===== config.mk =====
export PLATFORM = sky130hd
export DESIGN_NAME = mul_share_arbiter
export DESIGN_NICKNAME = d
export VERILOG_FILES = /design/src/rtl/fp_sched_pkg.sv /design/src/rtl/rr_pick.sv /design/src/rtl/mul_share_arbiter.sv
export SDC_FILE = /design/constraint.sdc
export NUM_CORES = 1
export LEC_CHECK = 0
export BUFFER_PORTS_ARGS = -buffer_cell sky130_fd_sc_hd__buf_2
export CORE_AREA = 2 2 161 163
export DETAILED_ROUTE_END_ITERATION = 16
export DIE_AREA = 0 0 163 165
export PLACE_DENSITY = 0.6
export SLEW_MARGIN = 15
export SYNTH_ARGS = -nofsm -noshare
export SYNTH_HDL_FRONTEND = slang
export SYNTH_SLANG_ARGS = --single-unit
export TNS_END_PERCENT = 50

===== constraint.sdc =====
create_clock -name clk -period 3.85 [get_ports clk]
set_input_delay 0 -clock clk [delete_from_list [all_inputs] [get_ports clk]]
set_output_delay 0 -clock clk [all_outputs]
set_load 0.1 [all_outputs]

===== src/rtl/fp_sched_pkg.sv =====
// Shared types for the floating-point worker arbiters (multiplier today, adder/divider later).
package fp_sched_pkg;

    localparam int WORD_W = 32;

    typedef logic [WORD_W-1:0] word_t;

    typedef enum logic [2:0] {
        IDLE,
        ACCEPT,
        FEED,
        WAIT_Z,
        RETURN
    } sched_state_t;

endpackage


===== src/rtl/rr_pick.sv =====
// Combinational round-robin picker: first set request at or after ptr, wrapping modulo N.
module rr_pick #(
    parameter int N     = 4,
    parameter int IDX_W = ($clog2(N) > 1) ? $clog2(N) : 1
) (
    input  logic [N-1:0]     req,
    input  logic [IDX_W-1:0] ptr,
    output logic             valid,
    output logic [IDX_W-1:0] idx
);

    // NOTE: both outputs get a default before the loop so no path leaves them unassigned (no latch).
    always_comb begin
        valid = 1'b0;
        idx   = '0;
        // Scan from the farthest offset down so the one closest to ptr is written last and wins.
        for (int i = N - 1; i >= 0; i--) begin
            int j;
            j = int'(ptr) + i;
            if (j >= N) j = j - N;
            if (req[j]) begin
                valid = 1'b1;
                idx   = IDX_W'(j);
            end
        end
    end

endmodule


===== src/rtl/mul_share_arbiter.sv =====
// Round-robin sharing of one stb/ack floating-point worker between N_REQ requesters.
module mul_share_arbiter
    import fp_sched_pkg::*;
#(
    parameter  int N_REQ = 4,
    localparam int IDX_W = ($clog2(N_REQ) > 1) ? $clog2(N_REQ) : 1
) (
    input  logic                 clk,
    input  logic                 rst,
    input  word_t [N_REQ-1:0]    req_a,
    input  word_t [N_REQ-1:0]    req_b,
    input  logic  [N_REQ-1:0]    req_stb,
    output logic  [N_REQ-1:0]    req_ack,
    output word_t                res_z,
    output logic  [N_REQ-1:0]    res_stb,
    input  logic  [N_REQ-1:0]    res_ack,
    output word_t                worker_a,
    output word_t                worker_b,
    output logic                 worker_a_stb,
    output logic                 worker_b_stb,
    input  logic                 worker_a_ack,
    input  logic                 worker_b_ack,
    input  word_t                worker_z,
    input  logic                 worker_z_stb,
    output logic                 worker_z_ack,
    output logic [IDX_W-1:0]     grant_idx,
    output logic                 busy
);

    sched_state_t     state;
    logic [IDX_W-1:0] ptr;
    logic             a_done;
    logic             b_done;
    word_t            z_reg;

    logic             pick_valid;
    logic [IDX_W-1:0] pick_idx;
    logic             a_fire;
    logic             b_fire;

    rr_pick #(.N(N_REQ), .IDX_W(IDX_W)) u_pick (
        .req   (req_stb),
        .ptr   (ptr),
        .valid (pick_valid),
        .idx   (pick_idx)
    );

    assign a_fire = worker_a_stb && worker_a_ack;
    assign b_fire = worker_b_stb && worker_b_ack;

    // NOTE: every register here uses <= so all state updates see pre-edge values, independent of statement order.
    always_ff @(posedge clk or negedge rst) begin
        if (!rst) begin
            // NOTE: datapath registers are reset too, so the buses read zero after reset rather than stale data.
            state        <= IDLE;
            ptr          <= '0;
            grant_idx    <= '0;
            busy         <= 1'b0;
            req_ack      <= '0;
            res_stb      <= '0;
            res_z        <= '0;
            worker_a     <= '0;
            worker_b     <= '0;
            worker_a_stb <= 1'b0;
            worker_b_stb <= 1'b0;
            worker_z_ack <= 1'b0;
            a_done       <= 1'b0;
            b_done       <= 1'b0;
            z_reg        <= '0;
        end else begin
            case (state)
                IDLE: begin
                    if (pick_valid) begin
                        grant_idx <= pick_idx;
                        busy      <= 1'b1;
                        state     <= ACCEPT;
                    end
                end
                ACCEPT: begin
                    if (req_ack[grant_idx] && req_stb[grant_idx]) begin
                        worker_a <= req_a[grant_idx];
                        worker_b <= req_b[grant_idx];
                        req_ack  <= '0;
                        state    <= FEED;
                    end else begin
                        req_ack[grant_idx] <= 1'b1;
                    end
                end
                FEED: begin
                    // The two operand channels finish independently; leave only once both have transferred.
                    if (a_fire) begin
                        worker_a_stb <= 1'b0;
                        a_done       <= 1'b1;
                    end else if (!a_done) begin
                        worker_a_stb <= 1'b1;
                    end
                    if (b_fire) begin
                        worker_b_stb <= 1'b0;
                        b_done       <= 1'b1;
                    end else if (!b_done) begin
                        worker_b_stb <= 1'b1;
                    end
                    if ((a_done || a_fire) && (b_done || b_fire)) begin
                        a_done <= 1'b0;
                        b_done <= 1'b0;
                        state  <= WAIT_Z;
                    end
                end
                WAIT_Z: begin
                    if (worker_z_ack && worker_z_stb) begin
                        z_reg        <= worker_z;
                        worker_z_ack <= 1'b0;
                        state        <= RETURN;
                    end else begin
                        worker_z_ack <= 1'b1;
                    end
                end
                RETURN: begin
                    if (res_stb[grant_idx] && res_ack[grant_idx]) begin
                        res_stb <= '0;
                        ptr     <= (grant_idx == IDX_W'(N_REQ - 1)) ? '0 : grant_idx + 1'b1;
                        busy    <= 1'b0;
                        state   <= IDLE;
                    end else begin
                        res_z              <= z_reg;
                        res_stb[grant_idx] <= 1'b1;
                    end
                end
                default: state <= IDLE;
            endcase
        end
    end

    // A granted requester must keep its operands offered until they are accepted.
    grant_held_a: assert property (@(posedge clk) disable iff (!rst)
        (state == ACCEPT) |-> req_stb[grant_idx]);

    onehot_res_a: assert property (@(posedge clk) disable iff (!rst)
        $onehot0(res_stb) && $onehot0(req_ack));

endmodule

== Word level (Yosys, flattened, before mapping) ==
Index checks and enable logic that the tools add are counted.

* Flip-flop bits (word level): 149
* Input bits: 301
* Logic and storage cells: 131

* Add/subtract/negate cells: 8
* Magnitude comparators: 10
* Equality and inequality tests: 12
* Mux-type cells: 59
* Bitwise operators: 3
* Reduce and logical (&&, ||, !) cells: 24

{| class="wikitable"
|+ Operators by type and width
! kind !! count
|-
| $mux W32 || 6
|-
| $bmux W32 S2 || 2
|-
| $lt A32 B4 Y1 const B || 4
|-
| $ge A32 B4 Y1 const B || 3
|-
| $sub A32 B4 Y32 const B || 3
|-
| $mux W1 || 28
|-
| $reduce_and A2 Y1 || 9
|-
| $bmux W1 S2 || 8
|-
| $mux W3 || 5
|-
| $pmux W3 S5 || 1
|-
| $mux W2 || 5
|-
| $ne A2 B2 Y1 const B || 5
|-
| $mux W4 || 2
|-
| $or A4 B4 Y4 || 2
|-
| $logic_and A1 B1 Y1 || 7
|-
| $add A2 B2 Y3 const B || 2
|-
| $eq A3 B2 Y1 const B || 2
|-
| $reduce_bool A2 Y1 || 3
|-
| $reduce_and A5 Y1 || 1
|-
| $ne A2 B1 Y1 const B || 2
|-
| $sub A2 B3 Y4 const B || 1
|-
| $add A2 B1 Y3 const B || 1
|-
| $eq A3 B1 Y1 const B || 1
|-
| $eq A3 B3 Y1 const B || 1
|-
| 11 further kinds || 12
|}

== Logic depth before layout (Yosys ltp) ==
* Depth after elaboration: 12
* Gate-level depth with buffers: 8

== Hierarchy ==
From an unflattened synthesis, not the netlist that was laid out.

* Cell total of the unflattened synthesis: 463
* Area total of the unflattened synthesis: 7359.6 um^2

{| class="wikitable"
|+ Modules (own cells, without submodules)
! module !! times used !! cells each !! area an instance (um^2)
|-
| mul_share_arbiter || 1 || 450 || 7282.0
|-
| rr_pick || 1 || 13 || 77.6
|}

== Worst setup path before layout ==
Ideal clock, no wire load.

* Path type: reg-to-reg
* Start: register grant_idx[1]
* End: register ptr[1]
* Setup time: 125 ps
* Data arrival time: 2419 ps
* Data required time: 3725 ps
* Setup slack: 1307 ps
* Cell stages (with the launch flop): 7
* Period minus slack after synthesis: 2543 ps
* Cell sequence: dfrtp_1 -> buf_2 -> buf_2 -> buf_1 -> inv_1 -> ha_1 -> mux2_2

* Cells in the longest elaborated chain, start to end: 4
* Elaborated cells between the ends (all ways): 9

{| class="wikitable"
|+ Ends and longest elaborated chain
! item !! RTL line !! RTL
|-
| from (decl) || mul_share_arbiter.sv:26 || <nowiki>output logic [IDX_W-1:0] grant_idx,</nowiki>
|-
| from (signal assigned) || mul_share_arbiter.sv:74 || <nowiki>grant_idx <= pick_idx;</nowiki>
|-
| $bmux W1 S2 || mul_share_arbiter.sv:119 || <nowiki>if (res_stb[grant_idx] && res_ack[grant_idx]) begin</nowiki>
|-
| $mux W1 (implied by the code) || mul_share_arbiter.sv:119 ||
|-
| $logic_and A1 B1 Y1 || mul_share_arbiter.sv:119 ||
|-
| $reduce_and A2 Y1 (no line) || n/a ||
|-
| to (signal assigned) || mul_share_arbiter.sv:121 || <nowiki>ptr <= (grant_idx == IDX_W'(N_REQ - 1)) ? '0 : grant_idx + 1'b1;</nowiki>
|-
| to (decl) || mul_share_arbiter.sv:31 || <nowiki>logic [IDX_W-1:0] ptr;</nowiki>
|}

Several ways; a longest one is shown, not always the timed one. The select of a mux whose other input is x is not followed.
A chain may end at the register's enable or synchronous reset.

== Worst setup path in the final report ==
* Start: register grant_idx[0]
* End: register res_z[28]

* Cells in the longest elaborated chain, start to end: 5
* Elaborated cells between the ends (all ways): 7

{| class="wikitable"
|+ Ends and longest elaborated chain
! item !! RTL line !! RTL
|-
| $bmux W1 S2 || mul_share_arbiter.sv:119 ||
|-
| $mux W1 (implied by the code) || mul_share_arbiter.sv:119 ||
|-
| $logic_and A1 B1 Y1 (*) || mul_share_arbiter.sv:119 ||
|-
| $not A1 Y1 (no line) (*) || n/a ||
|-
| $reduce_and A2 Y1 (no line) (*) || n/a ||
|-
| to (signal assigned) || mul_share_arbiter.sv:125 || <nowiki>res_z <= z_reg;</nowiki>
|-
| to (decl) || mul_share_arbiter.sv:14 || <nowiki>output word_t res_z,</nowiki>
|}

Mark *: on every way between the ends. The rest lies on a longest branch, timed or not. The select of a mux whose other input is x is not followed.

==> impl_metrics.env <==
export IMPL_numPlacedInstances=1176
export IMPL_maxSlewViolCount=0
export IMPL_worstSetupStartpointType="flop"
export IMPL_synth_ff_latch_count=149
export IMPL_dieArea_um2=26900
export IMPL_dpl_cell_area_um2=9730
export IMPL_cts_sinks=149
export IMPL_grt_max_degree=100
export IMPL_wire_per_inst_um=19.8
export IMPL_endpoint="res_z[28]"
export IMPL_crit_type="flop to flop"
export IMPL_yosys_warnings=0
export IMPL_die_y_um=165
export IMPL_nets=1208
export IMPL_dominantRegCellSynth="dfrtp_1"
export IMPL_insertion_delay_ps=420
export IMPL_drtIter0Drc=243
export IMPL_die_x_um=163
export IMPL_maxCapViolations=0
export IMPL_slew_headroom_pct=31.7
export IMPL_fin_skew_ps=14.3
export IMPL_finalCritPeriodShare_pct=61.6
export IMPL_arrival_ps=2670
export IMPL_routed_via_count=5948
export IMPL_rows=58
export IMPL_post_cts_setup_buffers=0
export IMPL_cts_resized=0
export IMPL_syn_avg_cell_area_um2=15.9
export IMPL_ys_top_cells_by_area="dfrtp_1, mux4_2, mux2_2, nor2_1, buf_2"
export IMPL_io_buffers=410
export IMPL_use_met3_pct=5.63
export IMPL_htreeDepth=4
export IMPL_first_global_vias=6093
export IMPL_avgViaCountPerCell=4.75
export IMPL_min_period_ps=2370
export IMPL_r2r_start="grant_idx[0]"
export IMPL_use_met2_pct=30.5
export IMPL_use_met1_pct=20.8
export IMPL_core_area_um2=25000
export IMPL_async_reset_ff_share_pct=100
export IMPL_ioPinCount=411
export IMPL_syn_inst=463
export IMPL_track_usage_pct=17.8
export IMPL_tns_ps=0
export IMPL_clock_path_buffers=2
export IMPL_area_delta_synth_final_pct=45.5
export IMPL_hold_violations=0
export IMPL_antenna_found_initial=9
export IMPL_postLayoutCellArea_um2=10700
export IMPL_synth_nets=768
export IMPL_busiest_layer="met2"
export IMPL_wl_um=24800
export IMPL_startpoint="grant_idx[0]"
export IMPL_yosysTopAreaCellShare_pct=50.5
export IMPL_worstPathMaxFanout=32
export IMPL_setup_viol=0
export IMPL_cts_tree="done"
export IMPL_stdcell_count=1252
export IMPL_status="finished, final reports clean"
export IMPL_fmax_mhz=422
export IMPL_synth_edf_count=0
export IMPL_firstDrtPassIters=6
export IMPL_grt_pass1_wl_um=35600
export IMPL_drtAntennaViolNets=0
export IMPL_hp_class="input pin to flop"
export IMPL_syn_area_um2=7380
export IMPL_drive_gt1_share_pct=70.7
export IMPL_end_kind="flop"
export IMPL_rsz0062_at_grt="false"
export IMPL_start_util_pct=29.5
export IMPL_hpwlAfterDp_um=19400
export IMPL_rr_worst_depth=4
export IMPL_reg2reg_to="res_z[28]"
export IMPL_rrSetupSlack_ps=1480
export IMPL_ctsRootBufferMaster="clkbuf_16"
export IMPL_gp_congestion=0.832
export IMPL_worst_pin_slew_ps=1020
export IMPL_yosysUniqueCellTypes=39
export IMPL_cts_buffers=17
export IMPL_drc_errors=0
export IMPL_grt_overflow_total=0
export IMPL_ys_seq_area_share_pct=50.5
export IMPL_clk_pin_slew_worst_paths_ps=70
export IMPL_required_ps=4150
export IMPL_synth_area_leader_cell="dfrtp_1"
-- cell families (layout without fill, tap and decap cells) --
family,after synthesis,in the layout,synth area share (%)
multiplexers,196,196,39.9
AO/OA/AOI/OAI,26,26,2.10
AND/OR/NAND/NOR,52,52,3.93
other,0,6,0
adder cells (fa/ha/maj),4,4,0.678
flip-flops,149,149,50.5
buffers and inverters,36,489,2.87
-- final cells by class --
type,instances,area (µm²)
tap,330,413
sequential,149,3740
multi-input combinational,278,3450
inverter,3,11.3
antenna,6,15.0
fill,2373,14300
clock buffer,17,425
clock inverter,15,183
timing repair buffer,454,2500
-- cell usage after synthesis, drive strengths merged (3+ instances only) --
cell type / instances
a31oi: 4
inv: 3
mux2: 130
buf: 29
nor2: 24
ha: 4
o21ai: 3
dfrtp: 149
nand4b: 4
a21oi: 13
nand4: 4
and2: 4
clkbuf: 4
nand3: 3
mux4: 64
-- metal layers --
metal	wire, µm	up-vias	share of wire, %
met3	2010	41	8.1
met4	639	4	2.6
met2	12700	248	51
met1	9490	2988	38
met5	22	-	0.089
li1	-	2667	-
-- critical path: stages, from the launching register on --
cell and delay [ps]:
dfrtp_4 590, nand4bb_1 170, nand4_1 270, nor2_4 800
mux2_2 420
-- what timing repair did --
item,in CTS,in global routing
hold buffers,38,0
endpoints found under the setup margin,0,0
endpoints found under the hold margin,135,0
-- metrics by stage --
stage | worst slack, ps | utilization (%) | hold slack (ps)
floorplan | 1310 | - | -296
global placement | 1460 | 38.9 | 178
detailed placement | 1400 | 38.9 | 175
CTS | 1390 | 42.8 | 2.30
global route | 1270 | 42.9 | 8.08
finish | 1480 | 42.9 | 20.2
-- layout by cell type (no fill, tap or decap), types with 2 or more instances in the layout --
cell type,count
buf_2,409
inv_1,3
ha_1,4
nand4bb_1,2
clkinvlp_4,3
bufinv_16,2
mux2i_1,2
inv_6,4
inv_8,5
clkbuf_16,17
mux4_2,64
mux2_2,124
nand3_1,3
dfrtp_4,2
dlygate4sd3_1,38
nand2b_1,2
and2_1,3
dfrtp_1,147
o21ai_0,3
nor2_1,22
mux2_4,5
buf_4,5
nand4b_1,4
a31oi_1,4
a21oi_1,13
diode_2,6
nand4_1,4
nor2_4,2
nand2_1,2
-- worst min-delay path by stage --
stage	from	to	slack [ps]	cells after the start
CTS	req_a[27]	worker_a[27]	2	3
global placement	rst	z_reg[10]	180	1
finish	req_a[123]	worker_a[27]	20	3
floorplan	rst	a_done	-300	0
global route	req_a[27]	worker_a[27]	8	3
detailed placement	rst	res_z[10]	170	1
Power is not shown: default switching activity piles up to over one toggle a cycle in this logic, so the estimate is an artifact.
